==> config.mk <==
export PLATFORM = sky130hd
export DESIGN_NAME = decomp_seq_ctrl_flat
export DESIGN_NICKNAME = d
export VERILOG_FILES = /design/src/rtl/decomp_pkg.sv /design/src/rtl/decomp_seq_ctrl_if.sv /design/src/rtl/flopr.sv /design/src/rtl/decomp_seq_ctrl.sv /design/src/flat_wrapper.sv
export SDC_FILE = /design/constraint.sdc
export NUM_CORES = 1
export LEC_CHECK = 0
export ABC_AREA = 1
export CAP_MARGIN = 10
export CORE_AREA = 3 3 40 42
export CTS_BUF_LIST = sky130_fd_sc_hd__clkbuf_4 sky130_fd_sc_hd__clkbuf_8 sky130_fd_sc_hd__clkbuf_16
export DETAILED_ROUTE_END_ITERATION = 8
export DIE_AREA = 0 0 43 45
export PLACE_DENSITY = 0.73
export SYNTH_ARGS = -nofsm -noshare
export SYNTH_HDL_FRONTEND = slang
export SYNTH_SLANG_ARGS = --single-unit
==> constraint.sdc <==
create_clock -name clk -period 1.4 [get_ports clk]
set_input_delay 0.28 -clock clk [delete_from_list [all_inputs] [get_ports clk]]
set_output_delay 0.28 -clock clk [all_outputs]
set_load 0.03 [all_outputs]
==> src/rtl/decomp_pkg.sv <==
// decomp_pkg: shared state type, default pack depth and effective-length clamp for the decompressor sequencer
package decomp_pkg;
  typedef enum logic {IDLE = 1'b0, EXPAND = 1'b1} state_t;
  localparam int MAX_PACK_DEF = 4;
  function automatic int eff_len(input logic encode, input int pack_len, input int max_pack);
    return !encode ? 1 : pack_len == 0 ? 1 : pack_len > max_pack ? max_pack : pack_len;
  endfunction
endpackage

==> src/rtl/decomp_seq_ctrl_if.sv <==
// decomp_seq_ctrl_if: CPU-request inputs and datapath-control outputs of the sequencer; master drives requests, slave is the sequencer
interface decomp_seq_ctrl_if #(
  parameter int MAX_PACK = decomp_pkg::MAX_PACK_DEF,
  parameter int CNT_W = $clog2(MAX_PACK + 1)
);
  localparam int SLOT_W = $clog2(MAX_PACK);
  logic pc_req;
  logic branch;
  logic encode;
  logic [CNT_W-1:0] pack_len;
  logic branch_mux;
  logic pc_adv;
  logic in_load;
  logic table_sel;
  logic [SLOT_W-1:0] slot_sel;
  logic instr_valid;
  logic cached;
  modport master (
    output pc_req, branch, encode, pack_len,
    input branch_mux, pc_adv, in_load, table_sel, slot_sel, instr_valid, cached
  );
  modport slave (
    input pc_req, branch, encode, pack_len,
    output branch_mux, pc_adv, in_load, table_sel, slot_sel, instr_valid, cached
  );
endinterface

==> src/rtl/flopr.sv <==
// flopr: enabled flop with synchronous active-high reset to a given value (clk, reset, rst_val, en, d -> q)
module flopr #(
  parameter int W = 1
) (
  input  logic         clk,
  input  logic         reset,
  input  logic [W-1:0] rst_val,
  input  logic         en,
  input  logic [W-1:0] d,
  output logic [W-1:0] q
);
  always_ff @(posedge clk)
    q <= reset ? rst_val : en ? d : q;
endmodule

==> src/rtl/decomp_seq_ctrl.sv <==
// decomp_seq_ctrl: releases one expanded instruction per pc_req from words of up to MAX_PACK slots (clk, reset, bus=slave control interface)
module decomp_seq_ctrl
  import decomp_pkg::*;
#(
  parameter int MAX_PACK = MAX_PACK_DEF,
  parameter int CNT_W = $clog2(MAX_PACK + 1)
) (
  input  logic                 clk,
  input  logic                 reset,
  decomp_seq_ctrl_if.slave     bus
);
  localparam int SLOT_W = $clog2(MAX_PACK);
  logic              r_state_q;
  state_t            w_state;
  logic [SLOT_W-1:0] r_slot;
  logic [CNT_W-1:0]  r_len;
  state_t            w_n_state;
  logic [SLOT_W-1:0] w_n_slot;
  logic [CNT_W-1:0]  w_n_len;
  logic [CNT_W-1:0]  w_eff;
  logic              w_last;
  logic              w_multi;
  logic              w_en;
  assign w_state = state_t'(r_state_q);
  assign w_eff   = CNT_W'(eff_len(bus.encode, int'(bus.pack_len), MAX_PACK));
  assign w_multi = w_eff > CNT_W'(1);
  assign w_last  = CNT_W'(r_slot) == r_len - CNT_W'(1);
  assign w_en    = bus.branch | bus.pc_req;
  always_comb begin
    bus.branch_mux  = 1'b0;
    bus.pc_adv      = 1'b0;
    bus.in_load     = 1'b0;
    bus.instr_valid = 1'b0;
    bus.cached      = !reset && w_state == EXPAND;
    bus.table_sel   = !reset && w_state == EXPAND;
    bus.slot_sel    = (!reset && w_state == EXPAND) ? r_slot : '0;
    w_n_state       = w_state;
    w_n_slot        = r_slot;
    w_n_len         = r_len;
    if (reset) begin
      w_n_state = IDLE;
    end else if (bus.branch) begin
      bus.branch_mux = 1'b1;
      bus.pc_adv     = 1'b1;
      bus.in_load    = 1'b1;
      bus.table_sel  = 1'b0;
      bus.slot_sel   = '0;
      w_n_state      = IDLE;
      w_n_slot       = '0;
      w_n_len        = CNT_W'(1);
    end else if (bus.pc_req && w_state == IDLE) begin
      bus.instr_valid = 1'b1;
      bus.in_load     = 1'b1;
      bus.table_sel   = bus.encode;
      bus.pc_adv      = !w_multi;
      w_n_state       = w_multi ? EXPAND : IDLE;
      w_n_slot        = w_multi ? SLOT_W'(1) : '0;
      w_n_len         = w_multi ? w_eff : r_len;
    end else if (bus.pc_req) begin
      bus.instr_valid = 1'b1;
      bus.pc_adv      = w_last;
      w_n_state       = w_last ? IDLE : EXPAND;
      w_n_slot        = w_last ? '0 : r_slot + SLOT_W'(1);
    end
  end
  flopr #(.W(1)) u_state (
    .clk(clk), .reset(reset), .rst_val(1'b0), .en(w_en), .d(w_n_state), .q(r_state_q)
  );
  flopr #(.W(SLOT_W)) u_slot (
    .clk(clk), .reset(reset), .rst_val('0), .en(w_en), .d(w_n_slot), .q(r_slot)
  );
  flopr #(.W(CNT_W)) u_len (
    .clk(clk), .reset(reset), .rst_val(CNT_W'(1)), .en(w_en), .d(w_n_len), .q(r_len)
  );
endmodule

==> src/flat_wrapper.sv <==
// flat-port wrapper written by rule: the top's interface ports become plain ports
module decomp_seq_ctrl_flat import decomp_pkg::*;
#(
  parameter int MAX_PACK = MAX_PACK_DEF,
  parameter int CNT_W = $clog2(MAX_PACK + 1)
)
  (clk, reset, bus_pc_req, bus_branch, bus_encode, bus_pack_len, bus_branch_mux, bus_pc_adv, bus_in_load, bus_table_sel, bus_slot_sel, bus_instr_valid, bus_cached);
  decomp_seq_ctrl_if #(.MAX_PACK(MAX_PACK), .CNT_W(CNT_W)) bus_i ();
  input  logic clk;
  input  logic reset;
  input wire logic [$bits(bus_i.pc_req)-1:0] bus_pc_req;
  input wire logic [$bits(bus_i.branch)-1:0] bus_branch;
  input wire logic [$bits(bus_i.encode)-1:0] bus_encode;
  input wire logic [$bits(bus_i.pack_len)-1:0] bus_pack_len;
  output wire logic [$bits(bus_i.branch_mux)-1:0] bus_branch_mux;
  output wire logic [$bits(bus_i.pc_adv)-1:0] bus_pc_adv;
  output wire logic [$bits(bus_i.in_load)-1:0] bus_in_load;
  output wire logic [$bits(bus_i.table_sel)-1:0] bus_table_sel;
  output wire logic [$bits(bus_i.slot_sel)-1:0] bus_slot_sel;
  output wire logic [$bits(bus_i.instr_valid)-1:0] bus_instr_valid;
  output wire logic [$bits(bus_i.cached)-1:0] bus_cached;
  assign bus_i.pc_req = bus_pc_req;
  assign bus_i.branch = bus_branch;
  assign bus_i.encode = bus_encode;
  assign bus_i.pack_len = bus_pack_len;
  assign bus_branch_mux = bus_i.branch_mux;
  assign bus_pc_adv = bus_i.pc_adv;
  assign bus_in_load = bus_i.in_load;
  assign bus_table_sel = bus_i.table_sel;
  assign bus_slot_sel = bus_i.slot_sel;
  assign bus_instr_valid = bus_i.instr_valid;
  assign bus_cached = bus_i.cached;
  decomp_seq_ctrl #(.MAX_PACK(MAX_PACK), .CNT_W(CNT_W)) u_core (.clk(clk), .reset(reset), .bus(bus_i));
endmodule
==> results of run 1 <==
==> stage by stage <==
stage	setup WS, ns	power, mW	cell area (µm²)	setup TNS, ns
floorplan	-0.131	0.306	527	-0.218
global placement	-0.285	0.407	836	-2.13
detailed placement	-0.308	0.412	836	-2.67
CTS	-0.476	0.601	915	-1.34
global route	-0.550	0.658	965	-1.48
finish	-0.471	0.619	965	-1.29
==> how the worst max path moves through the flow <==
stage                            from         end  slack [ns]
floorplan           u_core.u_len.q[1]  bus_pc_adv       -0.13
global placement           bus_pc_req  bus_pc_adv       -0.28
CTS                 u_core.u_len.q[0]  bus_pc_adv       -0.48
global route        u_core.u_len.q[1]  bus_pc_adv       -0.55
detailed placement         bus_pc_req  bus_pc_adv       -0.31
finish              u_core.u_len.q[0]  bus_pc_adv       -0.47
==> Yosys cell counts, drive strengths merged <==
| cell | count | share of area, % |
|---|---|---|
| a21oi | 10 | 14 |
| buf | 1 | 1.1 |
| dfxtp | 6 | 25 |
| ha | 1 | 2.6 |
| inv | 13 | 10 |
| nand2 | 21 | 21 |
| nand3 | 5 | 6.3 |
| nand4 | 1 | 1.3 |
| nor2 | 11 | 10 |
| nor3 | 1 | 1.1 |
| o21a | 1 | 1.6 |
| o21ai | 3 | 3.2 |
| xnor2 | 1 | 1.8 |
==> worst min-delay path: cells and delay by family <==
kind | cells | cell delay (ns)
simple gates | 2 | 0.15
buf+inv | 1 | 0.14
compound gates | 1 | 0.07
==> power groups by stage <==
stage | logic, mW | clock network (mW) | registers (mW)
CTS | 0.252 | 0.167 | 0.183
global route | 0.299 | 0.175 | 0.184
floorplan | 0.120 | 0 | 0.186
detailed placement | 0.225 | 0 | 0.186
global placement | 0.221 | 0 | 0.186
finish | 0.277 | 0.158 | 0.184
==> cells by family (layout without fill, tap and decap cells) <==
logic type	Yosys count	in the layout	synth area share (%)
compound gates	14	14	19.2
xor+xnor	1	1	1.84
fa+ha+maj	1	1	2.63
buf+inv	14	60	11.3
flops	6	6	25.3
simple gates	39	39	39.7
==> registers in the layout, summed over array words and instances (netlist names) <==
| signal | cells |
|---|---|
| u_core.u_len.q | 3 |
| u_core.u_slot.q | 2 |
| u_core.u_state.q | 1 |
==> cell type report <==
cell class,count,share of cell area [%]
Timing Repair Buffer,44,38.7
Multi-Input combinational cell,55,38.9
Sequential cell,6,12.8
Tap cell,15,1.95
Inverter,13,5.32
Clock buffer,3,2.33
==> repair_timing <==
action,4_1_cts,5_1_grt
pin swaps,5,4
setup endpoints to repair,8,8
gates resized for setup,12,15
buffers inserted,5,7
==> per-layer routing <==
metal,share of wire (%),vias up,global-route usage (%),wire length [µm]
li1,-,334,-,-
met1,41,271,17.6,611
met2,53,20,32.0,779
met3,4.6,2,0.398,68
met4,1.2,0,14.5,17
met5,0,-,0,0
==> impl_results.rst, run 1 <==
.. list-table::
   :header-rows: 1

   * - Metric
     - Value
   * - Antenna violations before repair
     - 0
   * - Die Span X
     - 43 µm
   * - Sort of element at the start of the critical path
     - flop
   * - DRT antenna net count
     - 0
   * - GR Util All Layers
     - 17.1%
   * - CTS tree
     - built
   * - N_diodes
     - 0
   * - Area enclosed by the die boundary
     - 1940 µm²
   * - Count of maximum capacitance violations
     - 0
   * - 1st-iter DRT viols
     - 21
   * - Origin of the critical flop-to-flop path
     - u_core.u_len.q[0]
   * - Worst setup skew after layout
     - 0.00375 ns
   * - Initial Utilization
     - 37.0%
   * - Number of remaining DRC errors
     - 0
   * - Rel. slew slack
     - 86.8%
   * - Clk Latency, worst-skew pair
     - 0.24 ns
   * - Most used cell, CP
     - sky130_fd_sc_hd__nand2_1
   * - Sinks on the clock net
     - 6
   * - Top library cells by usage in the layout, fill and taps aside
     - sky130_fd_sc_hd__buf_4 (29), sky130_fd_sc_hd__nand2_1 (14), sky130_fd_sc_hd__buf_6 (8)
   * - Worst hold path stage count
     - 4
   * - Hold_buf cts
     - 0
   * - Layout filler cell count
     - 93
   * - Endpoint of the worst-slack reg-to-reg timing path
     - u_core.u_slot.q[0]
   * - Cell count after synthesis
     - 75
   * - Port-buffer cells
     - 15
   * - Final Critical Period
     - 1.87 ns
   * - Number of library cell types mapped by synthesis
     - 21
   * - Most common cell after layout, fill and taps aside
     - sky130_fd_sc_hd__buf_4
   * - Slowest cell delay on critical path
     - 0.32 ns
   * - Total wire length
     - 1480 µm
   * - Ratio of cells with drive above 1 in the final layout
     - 59.5%
   * - Fraction of the yosys area taken by sequential cells
     - 25.3%
   * - Half-perimeter wire length after placement
     - 1100 µm
   * - Status
     - complete, but fails checks
   * - Cell area power density
     - 642 nW/µm²
   * - Worst Path Required
     - 1.12 ns
   * - Final hold viol count
     - 0
   * - Transition time at the pin with the least slew margin
     - 0.197 ns
   * - Hold WC Path Type
     - input pin to flop
   * - Average via count per standard cell
     - 4.61
   * - Routability congestion estimate from global placement
     - 0.794
   * - Synth Cell Area
     - 475 µm²
   * - Crit. End Element
     - output pin
   * - Final net count
     - 132
   * - Internal power component
     - 0.419 mW
   * - Fraction of power spent switching nets
     - 32.3%
   * - Delay-heaviest family, CP
     - simple AND/OR/NAND/NOR gates
   * - Crit path buf inv count
     - 2
   * - Register-to-Register Path Depth
     - 14
   * - Comb pwr share
     - 44.8%
   * - H-Tree Depth
     - 1
   * - Clock transition at the registers of the reported paths
     - 0.04 ns
   * - Worst vdd rail ir drop
     - 0.349 mV
   * - Residual overflow from global routing
     - 0
   * - Root buffer selected by CTS
     - sky130_fd_sc_hd__clkbuf_4
   * - Leakage component of the power
     - 0.465 nW
   * - Library cell contributing the largest single delay on the critical path
     - sky130_fd_sc_hd__dfxtp_2
   * - Final instance count without filler cells
     - 136
   * - Share of the core filled with cells in the final layout
     - 75.1%
   * - Combined area of the multi-input logic cells
     - 375 µm²
   * - Setup Crit Path Kind
     - flop to output pin
   * - Syn nets
     - 84
   * - Sequential cell area
     - 124 µm²
   * - Setup violation total in the final timing report
     - 3
   * - Placed instance count
     - 126
   * - First-pass GRT wire length
     - 2420 µm
   * - Proportion of power drawn by flip-flops and latches
     - 29.7%
   * - Per-cell routed wire length
     - 10.9 µm
   * - Total via count in the routed design
     - 627
   * - Largest net degree at the start of global routing
     - 8
   * - Clock Power Share
     - 25.5%
   * - Area growth, synth to finish
     - 103%
   * - Violated checks
     - setup timing
   * - Total iterations of the first detailed-routing run
     - 4
   * - Syn avg cell area
     - 6.34 µm²
   * - Setup repair after global routing missed its margin
     - yes
   * - Worst hold path startpoint
     - reset
   * - Area of the placeable core
     - 1280 µm²
   * - I/O pin total
     - 16
   * - Die boundary height
     - 45 µm
   * - Yosys Warn Count
     - 0
   * - Share of the cycle needed by the critical path after routing
     - 134%
   * - Max frequency
     - 534 MHz
   * - Number of buffers on the longest clock path
     - 2
   * - Vias in the first global route
     - 601
   * - Largest fanout of any net on the critical path
     - 2
   * - Final number of max-transition violations
     - 0
   * - Least setup slack across all paths after layout
     - -0.471 ns
   * - Critical Path, Cell by Cell
     - inv_2 > ha_4 > nand2_1 > nand2_2 > nand3_2 > nor2_1 > nand2_1 > a21oi_4 > buf_6
   * - Net Sw Power
     - 0.200 mW
   * - Signal arrival time at the worst endpoint
     - 1.59 ns
   * - Number of rows in the core area
     - 13
   * - TritonCTS buffer count
     - 3
   * - Worst hold-check slack
     - 0.437 ns
   * - Flop2flop setup slack
     - -0.41 ns
   * - Logic depth of the worst setup path including buffers
     - 9
   * - Post-synthesis sequential element count
     - 6
   * - Hold worst-path end
     - u_core.u_state.q
Note: power is estimated with default switching activity, not from simulation.
==> inputs of run 2 (changes only) <==
--- a/config.mk
+++ b/config.mk
@@ -7,11 +7,13 @@
 export LEC_CHECK = 0
 export ABC_AREA = 1
 export CAP_MARGIN = 10
-export CORE_AREA = 3 3 40 42
+export CELL_PAD_IN_SITES_DETAIL_PLACEMENT = 1
+export CELL_PAD_IN_SITES_GLOBAL_PLACEMENT = 1
+export CORE_MARGIN = 3
+export CORE_UTILIZATION = 26
 export CTS_BUF_LIST = sky130_fd_sc_hd__clkbuf_4 sky130_fd_sc_hd__clkbuf_8 sky130_fd_sc_hd__clkbuf_16
 export DETAILED_ROUTE_END_ITERATION = 8
-export DIE_AREA = 0 0 43 45
-export PLACE_DENSITY = 0.73
+export PLACE_DENSITY = 0.77
 export SYNTH_ARGS = -nofsm -noshare
 export SYNTH_HDL_FRONTEND = slang
 export SYNTH_SLANG_ARGS = --single-unit
==> impl_results.rst, run 2 (synthesis gave the netlist of run 1 again) <==
.. list-table::
   :header-rows: 1

   * - Metric
     - Value
   * - Cell area power density
     - 693 nW/µm²
   * - Number of buffers on the longest clock path
     - 2
   * - Sort of element at the start of the critical path
     - flop
   * - Register ranked first by flip-flop count
     - u_core.u_len.q
   * - Area growth, synth to finish
     - 115%
   * - Port-buffer cells
     - 15
   * - N_diodes
     - 0
   * - Pre-CTS setup slack
     - -0.322 ns
   * - Total wire length
     - 2190 µm
   * - Total iterations of the first detailed-routing run
     - 4
   * - H-Tree Depth
     - 1
   * - Critical Path, Cell by Cell
     - inv_2 > ha_4 > inv_2 > nand2_2 > nand2_4 > nand3_4 > buf_4 > buf_6 > buf_6 > buf_6 > buf_6 > buf_6 > a21oi_2 > nor2_1
   * - Antenna violations before repair
     - 0
   * - Hold WC Path Type
     - input pin to flop
   * - Setup Crit Path Kind
     - flop to flop
   * - Largest fanout of any net on the critical path
     - 2
   * - Clock Power Share
     - 23.6%
   * - Setup violation total in the final timing report
     - 4
   * - Placed instance count
     - 136
   * - Violated checks
     - setup timing
   * - Final instance count without filler cells
     - 147
   * - Crit. End Element
     - flop
   * - Biggest regs
     - u_core.u_len.q x3, u_core.u_slot.q x2, u_core.u_state.q x1
   * - Area enclosed by the die boundary
     - 2380 µm²
   * - Initial Utilization
     - 29.5%
   * - Vias in the first global route
     - 709
   * - Post-layout total power
     - 0.710 mW
   * - Top library cells by usage in the layout, fill and taps aside
     - sky130_fd_sc_hd__buf_4 (29), sky130_fd_sc_hd__nand2_1 (12), sky130_fd_sc_hd__buf_6 (10)
   * - DRT antenna net count
     - 0
   * - Slowest cell delay on critical path
     - 0.33 ns
   * - Count of maximum capacitance violations
     - 0
   * - CP startpoint
     - u_core.u_len.q[1]
   * - Most common cell after layout, fill and taps aside
     - sky130_fd_sc_hd__buf_4
   * - Worst vdd rail ir drop
     - 0.354 mV
   * - Residual overflow from global routing
     - 0
   * - Signal arrival time at the worst endpoint
     - 2.02 ns
   * - Worst Path Required
     - 1.54 ns
   * - Per-cell routed wire length
     - 14.9 µm
   * - Setup repair after global routing missed its margin
     - yes
   * - Root buffer selected by CTS
     - sky130_fd_sc_hd__clkbuf_4
   * - Comb pwr share
     - 50.4%
   * - Max frequency
     - 532 MHz
   * - Library cell contributing the largest single delay on the critical path
     - sky130_fd_sc_hd__dfxtp_2
   * - Routability congestion estimate from global placement
     - 0.751
   * - Number of remaining DRC errors
     - 0
   * - Layout filler cell count
     - 203
   * - Ratio of cells with drive above 1 in the final layout
     - 65.0%
   * - Post-Place Cell Area
     - 855 µm²
   * - Origin of the critical flop-to-flop path
     - u_core.u_len.q[1]
   * - Status
     - complete, but fails checks
   * - Least setup slack across all paths after layout
     - -0.481 ns
   * - Area of the placeable core
     - 1610 µm²
   * - I/O pin total
     - 16
   * - Leakage component of the power
     - 0.478 nW
   * - Worst setup skew after layout
     - 0.00324 ns
   * - Net Sw Power
     - 0.246 mW
   * - Internal power component
     - 0.464 mW
   * - Area of all placed cells without fillers
     - 1020 µm²
   * - CTS tree
     - built
   * - Final net count
     - 134
   * - Total via count in the routed design
     - 696
   * - Clk Latency, worst-skew pair
     - 0.25 ns
   * - Half-perimeter wire length after placement
     - 1390 µm
   * - Final Critical Period
     - 1.88 ns
   * - Number of rows in the core area
     - 14
   * - Final hold viol count
     - 0
   * - Transition time at the pin with the least slew margin
     - 0.261 ns
   * - GR Util All Layers
     - 16.1%
   * - 1st-iter DRT viols
     - 4
   * - TritonCTS buffer count
     - 3
   * - Worst hold path startpoint
     - reset
   * - Hold_buf cts
     - 0
   * - Proportion of power drawn by flip-flops and latches
     - 26.0%
   * - Delay-heaviest family, CP
     - buffers and inverters
   * - First-pass GRT wire length
     - 2960 µm
   * - Number of flip-flops in the largest register
     - 3
   * - Most used cell, CP
     - sky130_fd_sc_hd__buf_6
   * - Sinks on the clock net
     - 6
   * - Share of the cycle needed by the critical path after routing
     - 134%
   * - Rel. slew slack
     - 82.5%
   * - Share of the core filled with cells in the final layout
     - 63.5%
   * - Crit path buf inv count
     - 8
   * - Die boundary height
     - 48.8 µm
   * - Largest net degree at the start of global routing
     - 8
   * - Average via count per standard cell
     - 4.73
   * - Die Span X
     - 48.8 µm
   * - Clock transition at the registers of the reported paths
     - 0.05 ns
   * - Final number of max-transition violations
     - 0
   * - Fraction of power spent switching nets
     - 34.6%
==> run 2: power by group through the flow <==
stage          logic (mW)  registers [mW]  clock network (mW)
4_1_cts             0.257           0.184               0.172
3_3_place_gp        0.233           0.186                   0
5_1_grt             0.386           0.185               0.178
2_1_floorplan       0.120           0.186                   0
3_5_place_dp        0.242           0.186                   0
6_report            0.358           0.184               0.168
==> run 2: cell type report <==
type / count / area [µm²] / share of cell area (%)
Sequential cell: 6 / 124 / 12.1
Clock buffer: 3 / 22.5 / 2.20
Inverter: 13 / 48.8 / 4.77
Timing Repair Buffer: 46 / 390 / 38.1
Tap cell: 24 / 30.0 / 2.93
Multi-Input combinational cell: 55 / 408 / 39.9
==> run 2: path summary, 6_finish.rpt <==
path,endpoint,slack (ns),cells after the start
worst min-delay path,u_core.u_slot.q[0],0.45,3
worst max-delay path,u_core.u_slot.q[1],-0.48,14
worst min register to register,u_core.u_len.q[1],0.48,2
worst max register to register,u_core.u_slot.q[1],-0.48,14
==> run 2: routing by layer <==
| layer | up-vias | share of wire (%) | track usage (%) |
|---|---|---|---|
| li1 | 336 | - | - |
| met1 | 332 | 39 | 17.2 |
| met2 | 20 | 54 | 30.3 |
| met3 | 8 | 3.2 | 2.15 |
| met4 | 0 | 3.0 | 8.53 |
| met5 | - | 0 | 0 |
==> run 2: what timing repair did <==
action,CTS,global route
resized for setup,10,28
setup endpoints to repair,8,7
setup buffers,2,8
endpoints found under the hold margin,0,0
cloned,0,0
pin swaps,4,7
==> run 2: per-stage QoR <==
stage | setup TNS, ns | hold slack (ns)
floorplan | -0.218 | 0.395
global placement | -2.18 | 0.456
detailed placement | -2.79 | 0.465
CTS | -0.503 | 0.479
global route | -1.42 | 0.470
finish | -1.02 | 0.450
==> run 2: tightest hold or removal path, cell delays in order <==
cell and delay (ns):
sky130_fd_sc_hd__clkbuf_2 0.14, sky130_fd_sc_hd__buf_4 0.19, sky130_fd_sc_hd__a21oi_2 0.04
